==> src/rtl/fp_div_seq_if.sv <==
// Operand/result handshake bundle for the sequential FP32 divider.
// master drives operands and out_ready; slave is the divider.
interface fp_div_seq_if;
  logic        in_valid;
  logic        in_ready;
  logic [31:0] fp_X;
  logic [31:0] fp_Y;
  logic [2:0]  r_mode;
  logic        out_valid;
  logic        out_ready;
  logic [31:0] fp_Z;
  logic        ovrf;
  logic        udrf;
  logic        div_zero;

  modport master (
    output in_valid, fp_X, fp_Y, r_mode, out_ready,
    input  in_ready, out_valid, fp_Z, ovrf, udrf, div_zero
  );

  modport slave (
    input  in_valid, fp_X, fp_Y, r_mode, out_ready,
    output in_ready, out_valid, fp_Z, ovrf, udrf, div_zero
  );
endinterface

==> src/rtl/fp_div_seq.sv <==
// Sequential FP32 divider, fp_Z = fp_X / fp_Y, restoring mantissa iteration.
// FP_DIV_ITER2_EN: two quotient bits per CALC cycle instead of one.
//
// state | meaning
// IDLE  | in_ready=1, waiting for operands
// CALC  | restoring division, quotient bits MSB first
// ROUND | normalize, round, overflow/underflow
// DONE  | out_valid=1 until out_ready
module fp_div_seq #(
  parameter int QBITS = 27
) (
  input logic        clk,
  input logic        rst,
  fp_div_seq_if.slave bus
);
`ifdef FP_DIV_ITER2_EN
  localparam int QW    = QBITS + 1;
  localparam int STEPS = QW / 2;
`else
  localparam int QW    = QBITS;
  localparam int STEPS = QW;
`endif

  typedef enum logic [1:0] {IDLE, CALC, ROUND, DONE} state_t;

  state_t            state;
  logic [QW-1:0]     q_r;
  logic [24:0]       rem_r;
  logic [23:0]       div_r;
  logic signed [9:0] e_r;
  logic              s_r;
  logic [2:0]        mode_r;
  logic [4:0]        cnt;
  logic              in_ready_r, out_valid_r, ovrf_r, udrf_r, dz_r;
  logic [31:0]       z_r;

  assign bus.in_ready  = in_ready_r;
  assign bus.out_valid = out_valid_r;
  assign bus.fp_Z      = z_r;
  assign bus.ovrf      = ovrf_r;
  assign bus.udrf      = udrf_r;
  assign bus.div_zero  = dz_r;

  // operand classification, subnormals read as zero
  logic [7:0]  ex, ey;
  logic [22:0] fx, fy;
  logic        s_in, x_zero, y_zero, x_inf, y_inf, x_nan, y_nan;
  assign ex     = bus.fp_X[30:23];
  assign ey     = bus.fp_Y[30:23];
  assign fx     = bus.fp_X[22:0];
  assign fy     = bus.fp_Y[22:0];
  assign s_in   = bus.fp_X[31] ^ bus.fp_Y[31];
  assign x_zero = (ex == 8'h00);
  assign y_zero = (ey == 8'h00);
  assign x_inf  = (ex == 8'hFF) && (fx == 23'd0);
  assign y_inf  = (ey == 8'hFF) && (fy == 23'd0);
  assign x_nan  = (ex == 8'hFF) && (fx != 23'd0);
  assign y_nan  = (ey == 8'hFF) && (fy != 23'd0);

  logic        spec, spec_dz;
  logic [31:0] spec_z;
  always_comb begin
    spec    = 1'b1;
    spec_dz = 1'b0;
    spec_z  = 32'd0;
    if (x_nan || y_nan || (x_inf && y_inf) || (x_zero && y_zero))
      spec_z = 32'h7FC0_0000;
    else if (x_inf)
      spec_z = {s_in, 8'hFF, 23'd0};
    else if (y_inf)
      spec_z = {s_in, 31'd0};
    else if (y_zero) begin
      spec_z  = {s_in, 8'hFF, 23'd0};
      spec_dz = 1'b1;
    end else if (x_zero)
      spec_z = {s_in, 31'd0};
    else
      spec = 1'b0;
  end

  // one restoring step: {quotient bit, next remainder already shifted}
  function automatic logic [25:0] div_step(input logic [24:0] r, input logic [23:0] d);
    logic [24:0] diff;
    diff = r - {1'b0, d};
    if (r >= {1'b0, d})
      return {1'b1, diff[23:0], 1'b0};
    else
      return {1'b0, r[23:0], 1'b0};
  endfunction

  logic [25:0] step1;
  assign step1 = div_step(rem_r, div_r);
`ifdef FP_DIV_ITER2_EN
  logic [25:0] step2;
  logic        xtra;
  assign step2 = div_step(step1[24:0], div_r);
  assign xtra  = q_r[0];
`else
  logic        xtra;
  assign xtra  = 1'b0;
`endif

  logic [26:0]       qn;
  logic [22:0]       mant;
  logic [23:0]       mant_r;
  logic              g, st, up, to_inf, rnd_ovf, rnd_udf;
  logic signed [9:0] e_n, e_f;
  logic [31:0]       rnd_z;
  assign qn = q_r[QW-1 -: 27];

  always_comb begin
    if (qn[26]) begin
      mant = qn[25:3];
      g    = qn[2];
      st   = (|qn[1:0]) | (|rem_r) | xtra;
      e_n  = e_r;
    end else begin
      mant = qn[24:2];
      g    = qn[1];
      st   = qn[0] | (|rem_r) | xtra;
      e_n  = e_r - 10'sd1;
    end
    case (mode_r)
      3'b001:  begin up = 1'b0;              to_inf = 1'b0;  end
      3'b010:  begin up = s_r & (g | st);    to_inf = s_r;   end
      3'b011:  begin up = ~s_r & (g | st);   to_inf = ~s_r;  end
      3'b100:  begin up = g;                 to_inf = 1'b1;  end
      default: begin up = g & (st | mant[0]); to_inf = 1'b1; end
    endcase
    mant_r  = {1'b0, mant} + {23'd0, up};
    e_f     = e_n + (mant_r[23] ? 10'sd1 : 10'sd0);
    rnd_ovf = (e_f >= 10'sd255);
    rnd_udf = (e_f <= 10'sd0);
    if (rnd_ovf)
      rnd_z = to_inf ? {s_r, 8'hFF, 23'd0} : {s_r, 31'h7F7F_FFFF};
    else if (rnd_udf)
      rnd_z = {s_r, 31'd0};
    else
      rnd_z = {s_r, e_f[7:0], mant_r[22:0]};
  end

  always_ff @(posedge clk) begin
    if (rst) begin
      state       <= IDLE;
      in_ready_r  <= 1'b1;
      out_valid_r <= 1'b0;
      z_r         <= 32'd0;
      ovrf_r      <= 1'b0;
      udrf_r      <= 1'b0;
      dz_r        <= 1'b0;
      q_r         <= '0;
      rem_r       <= '0;
      div_r       <= '0;
      e_r         <= '0;
      s_r         <= 1'b0;
      mode_r      <= '0;
      cnt         <= '0;
    end else begin
      case (state)
        IDLE: if (bus.in_valid && in_ready_r) begin
          s_r        <= s_in;
          mode_r     <= bus.r_mode;
          ovrf_r     <= 1'b0;
          udrf_r     <= 1'b0;
          dz_r       <= spec_dz;
          in_ready_r <= 1'b0;
          if (spec) begin
            z_r         <= spec_z;
            out_valid_r <= 1'b1;
            state       <= DONE;
          end else begin
            rem_r <= {2'b01, fx};
            div_r <= {1'b1, fy};
            e_r   <= $signed({2'b00, ex}) - $signed({2'b00, ey}) + 10'sd127;
            q_r   <= '0;
            cnt   <= '0;
            state <= CALC;
          end
        end
        CALC: begin
`ifdef FP_DIV_ITER2_EN
          q_r   <= {q_r[QW-3:0], step1[25], step2[25]};
          rem_r <= step2[24:0];
`else
          q_r   <= {q_r[QW-2:0], step1[25]};
          rem_r <= step1[24:0];
`endif
          cnt <= cnt + 5'd1;
          if (cnt == 5'(STEPS - 1))
            state <= ROUND;
        end
        ROUND: begin
          z_r         <= rnd_z;
          ovrf_r      <= rnd_ovf;
          udrf_r      <= rnd_udf;
          out_valid_r <= 1'b1;
          state       <= DONE;
        end
        DONE: if (bus.out_ready) begin
          out_valid_r <= 1'b0;
          in_ready_r  <= 1'b1;
          state       <= IDLE;
        end
        default: state <= IDLE;
      endcase
    end
  end
endmodule
==> src/flat_wrapper.sv <==
// flat-port wrapper written by rule: the top's interface ports become plain ports
module fp_div_seq_flat 
#(
  parameter int QBITS = 27
)
  (clk, rst, bus_in_valid, bus_fp_X, bus_fp_Y, bus_r_mode, bus_out_ready, bus_in_ready, bus_out_valid, bus_fp_Z, bus_ovrf, bus_udrf, bus_div_zero);
  fp_div_seq_if bus_i ();
  input logic clk;
  input logic rst;
  input wire logic [$bits(bus_i.in_valid)-1:0] bus_in_valid;
  input wire logic [$bits(bus_i.fp_X)-1:0] bus_fp_X;
  input wire logic [$bits(bus_i.fp_Y)-1:0] bus_fp_Y;
  input wire logic [$bits(bus_i.r_mode)-1:0] bus_r_mode;
  input wire logic [$bits(bus_i.out_ready)-1:0] bus_out_ready;
  output wire logic [$bits(bus_i.in_ready)-1:0] bus_in_ready;
  output wire logic [$bits(bus_i.out_valid)-1:0] bus_out_valid;
  output wire logic [$bits(bus_i.fp_Z)-1:0] bus_fp_Z;
  output wire logic [$bits(bus_i.ovrf)-1:0] bus_ovrf;
  output wire logic [$bits(bus_i.udrf)-1:0] bus_udrf;
  output wire logic [$bits(bus_i.div_zero)-1:0] bus_div_zero;
  assign bus_i.in_valid = bus_in_valid;
  assign bus_i.fp_X = bus_fp_X;
  assign bus_i.fp_Y = bus_fp_Y;
  assign bus_i.r_mode = bus_r_mode;
  assign bus_i.out_ready = bus_out_ready;
  assign bus_in_ready = bus_i.in_ready;
  assign bus_out_valid = bus_i.out_valid;
  assign bus_fp_Z = bus_i.fp_Z;
  assign bus_ovrf = bus_i.ovrf;
  assign bus_udrf = bus_i.udrf;
  assign bus_div_zero = bus_i.div_zero;
  fp_div_seq #(.QBITS(QBITS)) u_core (.clk(clk), .rst(rst), .bus(bus_i));
endmodule
==> config.mk <==
export PLATFORM = sky130hd
export DESIGN_NAME = fp_div_seq_flat
export DESIGN_NICKNAME = d
export VERILOG_FILES = /design/src/rtl/fp_div_seq_if.sv /design/src/rtl/fp_div_seq.sv /design/src/flat_wrapper.sv
export SDC_FILE = /design/constraint.sdc
export NUM_CORES = 1
export LEC_CHECK = 0
export CAP_MARGIN = 0
export CORE_MARGIN = 2
export CORE_UTILIZATION = 55
export DETAILED_ROUTE_END_ITERATION = 16
export PLACE_DENSITY_LB_ADDON = 0.15
export SLEW_MARGIN = 30
export SYNTH_ARGS = -nofsm -noshare
export SYNTH_HDL_FRONTEND = slang
export SYNTH_SLANG_ARGS = --single-unit
==> constraint.sdc <==
create_clock -name clk -period 8.5 [get_ports clk]
set_input_delay 2.55 -clock clk [delete_from_list [all_inputs] [get_ports clk]]
set_output_delay 2.55 -clock clk [all_outputs]
set_load 0.02 [all_outputs]
==> results.sh <==
export IMPL_wl_per_cell_um=16.71
export IMPL_antenna_found_initial=0
export IMPL_netlist_area_leader_share_pct=29.88
export IMPL_vias=8900
export IMPL_syn_cell_area_um2=8979
export IMPL_clkLatencyLatePin_ps=430
export IMPL_relSlewSlack_pct=38.78
export IMPL_cts_root_buf="clkbuf_16"
export IMPL_synth_top_cell_by_area="dfxtp_1"
export IMPL_tns_ps=0
export IMPL_clkTransAtPathRegs_ps=60
export IMPL_coreArea_um2=15940
export IMPL_dr_pass1_iters=5
export IMPL_netlist_top_cells_area="dfxtp_1, a21oi_1, nand2_1"
export IMPL_finalHoldViolations=0
export IMPL_critical_path_startpoint_type="flip-flop"
export IMPL_finalNonFillerCells=1464
export IMPL_synth_distinct_cells=74
export IMPL_critical_path_required_ps=8860
export IMPL_area_growth_pct=18.39
export IMPL_port_buffers=107
export IMPL_grt_max_degree=65
export IMPL_first_global_vias=8191
export IMPL_drtAntennaViolNets=0
export IMPL_track_usage_pct=28.42
export IMPL_fmax_mhz=170.7
export IMPL_path_class="reg2reg"
export IMPL_ys_async_sr_fraction_pct=0
export IMPL_cap_violations=0
export IMPL_die_area_um2=17360
export IMPL_grt_overflow_total=0
export IMPL_synth_edf_count=0
export IMPL_cellPowerDensity_nw_per_um2=342.3
export IMPL_place_area_um2=10040
export IMPL_r2r_cells=23
export IMPL_die_h_um=131.8
export IMPL_grt_util_met3_pct=5.190
export IMPL_status="finished clean"
export IMPL_via_per_inst=6.079
export IMPL_dp_hpwl_mm=17.63
export IMPL_setup_viol=0
export IMPL_tightestPinTransition_ps=917.3
export IMPL_wl_mm=24.47
export IMPL_cp_data_arrival_time_ps=6220
export IMPL_slew_violations=0
export IMPL_drcViolationCount=0
export IMPL_cts_resized=0
export IMPL_htreeDepth=4
export IMPL_cts_tree="yes"
export IMPL_final_cell_mix="nand2_1, dfxtp_1, a21oi_1"
export IMPL_hold_start="u_core.div_r[14]"
export IMPL_clock_skew_ps=12.77
export IMPL_syn_num_nets=1303
export IMPL_cts_buffer_depth=2
export IMPL_io_pins=108
export IMPL_p_leak_uw=0.003855
export IMPL_gp_congestion=0.9924
export IMPL_die_w_um=131.8
export IMPL_grt_use_met1_pct=38.20
export IMPL_rrSetupSlack_ps=2640
export IMPL_layout_cells_most_common="nand2_1"
export IMPL_cts_sinks=134
export IMPL_fin_area_um2=10630
export IMPL_start_util_pct=56.32
export IMPL_use_met2_pct=46.07
export IMPL_synth_cells=1185
export IMPL_crit_end="u_core.bus.fp_Z[21]"
export IMPL_ys_warn_count=0
export IMPL_min_period_ps=5858
export IMPL_timing_rr_end="u_core.bus.fp_Z[21]"
export IMPL_reg2reg_from="u_core.rem_r[11]"
export IMPL_fillers=1431
export IMPL_ys_seq_elements=134
export IMPL_fin_crit_sh_pct=68.92
export IMPL_place_inst=1433
export IMPL_syn_avg_cell_area_um2=7.577
export IMPL_synth_seq_area_share_pct=29.88
export IMPL_rsz0062_at_grt="false"
export IMPL_antenna_cells=0
export IMPL_endpoint_kind="flip-flop"
export IMPL_grt_busiest_layer="met2"
export IMPL_startpoint="u_core.rem_r[11]"
export IMPL_synth_ff_type="dfxtp_1"
export IMPL_drt_iter0_markers=684
export IMPL_grt_pass1_wl_mm=40.67
export IMPL_layout_nets=1354
export IMPL_vdd_drop_max_uv=256.4
export IMPL_rows=46
export IMPL_cp_max_fo=22
export IMPL_cts_setup_buffers=0
export IMPL_drive_gt1_share_pct=5.929
export IMPL_hold_class="reg2reg"
export IMPL_cts_made_buffers=17
export IMPL_hold_buffers=0
==> through the flow <==
step           utilization [%]  setup slack [ps]  hold slack (ps)  total power [µW]
2_1_floorplan                -              2288            436.3              2404
4_1_cts                  66.66              2644            457.3              3609
5_1_grt                  66.68              2005            478.1              3905
3_5_place_dp             62.99              2726            447.2              2852
6_report                 66.68              2642            455.4              3638
3_3_place_gp             62.99              2824            443.7              2824
==> state kept, by name, indices dropped and copies added (netlist names) <==
signal and count:
u_core.bus.fp_Z 32, u_core.q_r 27, u_core.rem_r 25, u_core.div_r 24
u_core.e_r 10, u_core.cnt 5, u_core.mode_r 3, u_core.state 2
u_core.bus.div_zero 1, u_core.bus.in_ready 1, u_core.bus.out_valid 1, u_core.bus.ovrf 1
u_core.bus.udrf 1, u_core.s_r 1
==> kinds of logic (layout without fill, tap and decap cells) <==
group           count (synthesis)  count (layout)  synth area share [%]
buf+inv                       145             208                 6.536
flops                         134             134                 29.88
mux                            20              20                 2.327
compound gates                330             330                 24.75
fa+ha+maj                      47              47                 6.717
simple gates                  454             454                 24.35
xor+xnor                       55              55                 5.449
==> synthesized netlist by cell type (4+ instances only) <==
library cell and n:
nand2b_1 5, a21o_1 19, nand3_1 47, o22ai_1 13, a31oi_1 12, and3_1 12
a21boi_0 5, a211oi_1 26, o211ai_1 14, inv_1 61, xor2_1 20, xnor2_1 34
a21oi_1 124, ha_1 45, and2_1 8, o21ai_0 33, dfxtp_1 134, buf_1 9
a311oi_1 9, nand4_1 15, buf_6 5, mux2_2 7, a22oi_1 6, a211o_1 6
clkbuf_1 66, nand2_1 156, mux2i_1 13, a31o_2 7, nor4_1 28, or2_2 4
o31ai_1 4, o21a_1 6, a221o_1 23, nor3_1 35, or3_1 7, nor2_1 96
nor2b_1 17
==> worst max-delay path, cell delays in order (launching register included) <==
cell,delay [ps]
dfxtp_1,450
a211oi_1,80
nand4_1,110
nor2_1,80
a211oi_1,230
nor2_1,60
nor2_1,90
ha_1,210
and4_1,290
nand2_1,100
nor4_1,490
and3_1,350
nand2_1,140
nor3_1,210
ha_1,240
ha_1,250
o21ai_0,110
a221o_1,320
o21a_1,200
or3_4,380
a32oi_4,270
nor2b_4,110
nor3b_4,760
a221o_1,280
==> power breakdown <==
part | total (µW) | switching, µW | internal, µW | leakage [µW]
combinational | 2050 | 1250 | 795 | 0.00248
sequential | 846 | 119 | 727 | 0.00109
clock | 743 | 285 | 458 | 0.000286
total | 3640 | 1660 | 1980 | 0.00386
==> area by class of cell <==
type	count	area (µm²)	area share (%)
Inverter	61	229.0	2.154
Sequential cell	134	2684	25.25
Clock inverter	13	156.4	1.471
Multi-Input combinational cell	906	5725	53.86
Tap cell	216	270.3	2.542
Clock buffer	18	429.2	4.037
Timing Repair Buffer	116	1136	10.69
==> routing by layer <==
layer / vias up / part of all wire, %
met5: - / 0
met4: 0 / 2.1
met3: 36 / 6.6
met2: 297 / 46
met1: 4185 / 45
li1: 4382 / -
==> worst min-delay path by stage <==
stage | to | slack, ps | depth (start not counted)
5_1_grt | u_core.e_r[9] | 480 | 2
3_5_place_dp | u_core.bus.div_zero | 450 | 2
6_report | u_core.div_r[14] | 460 | 2
4_1_cts | u_core.div_r[19] | 460 | 2
2_1_floorplan | u_core.div_r[10] | 440 | 2
3_3_place_gp | u_core.div_r[17] | 440 | 2
Note: power is estimated with default switching activity, not from simulation.
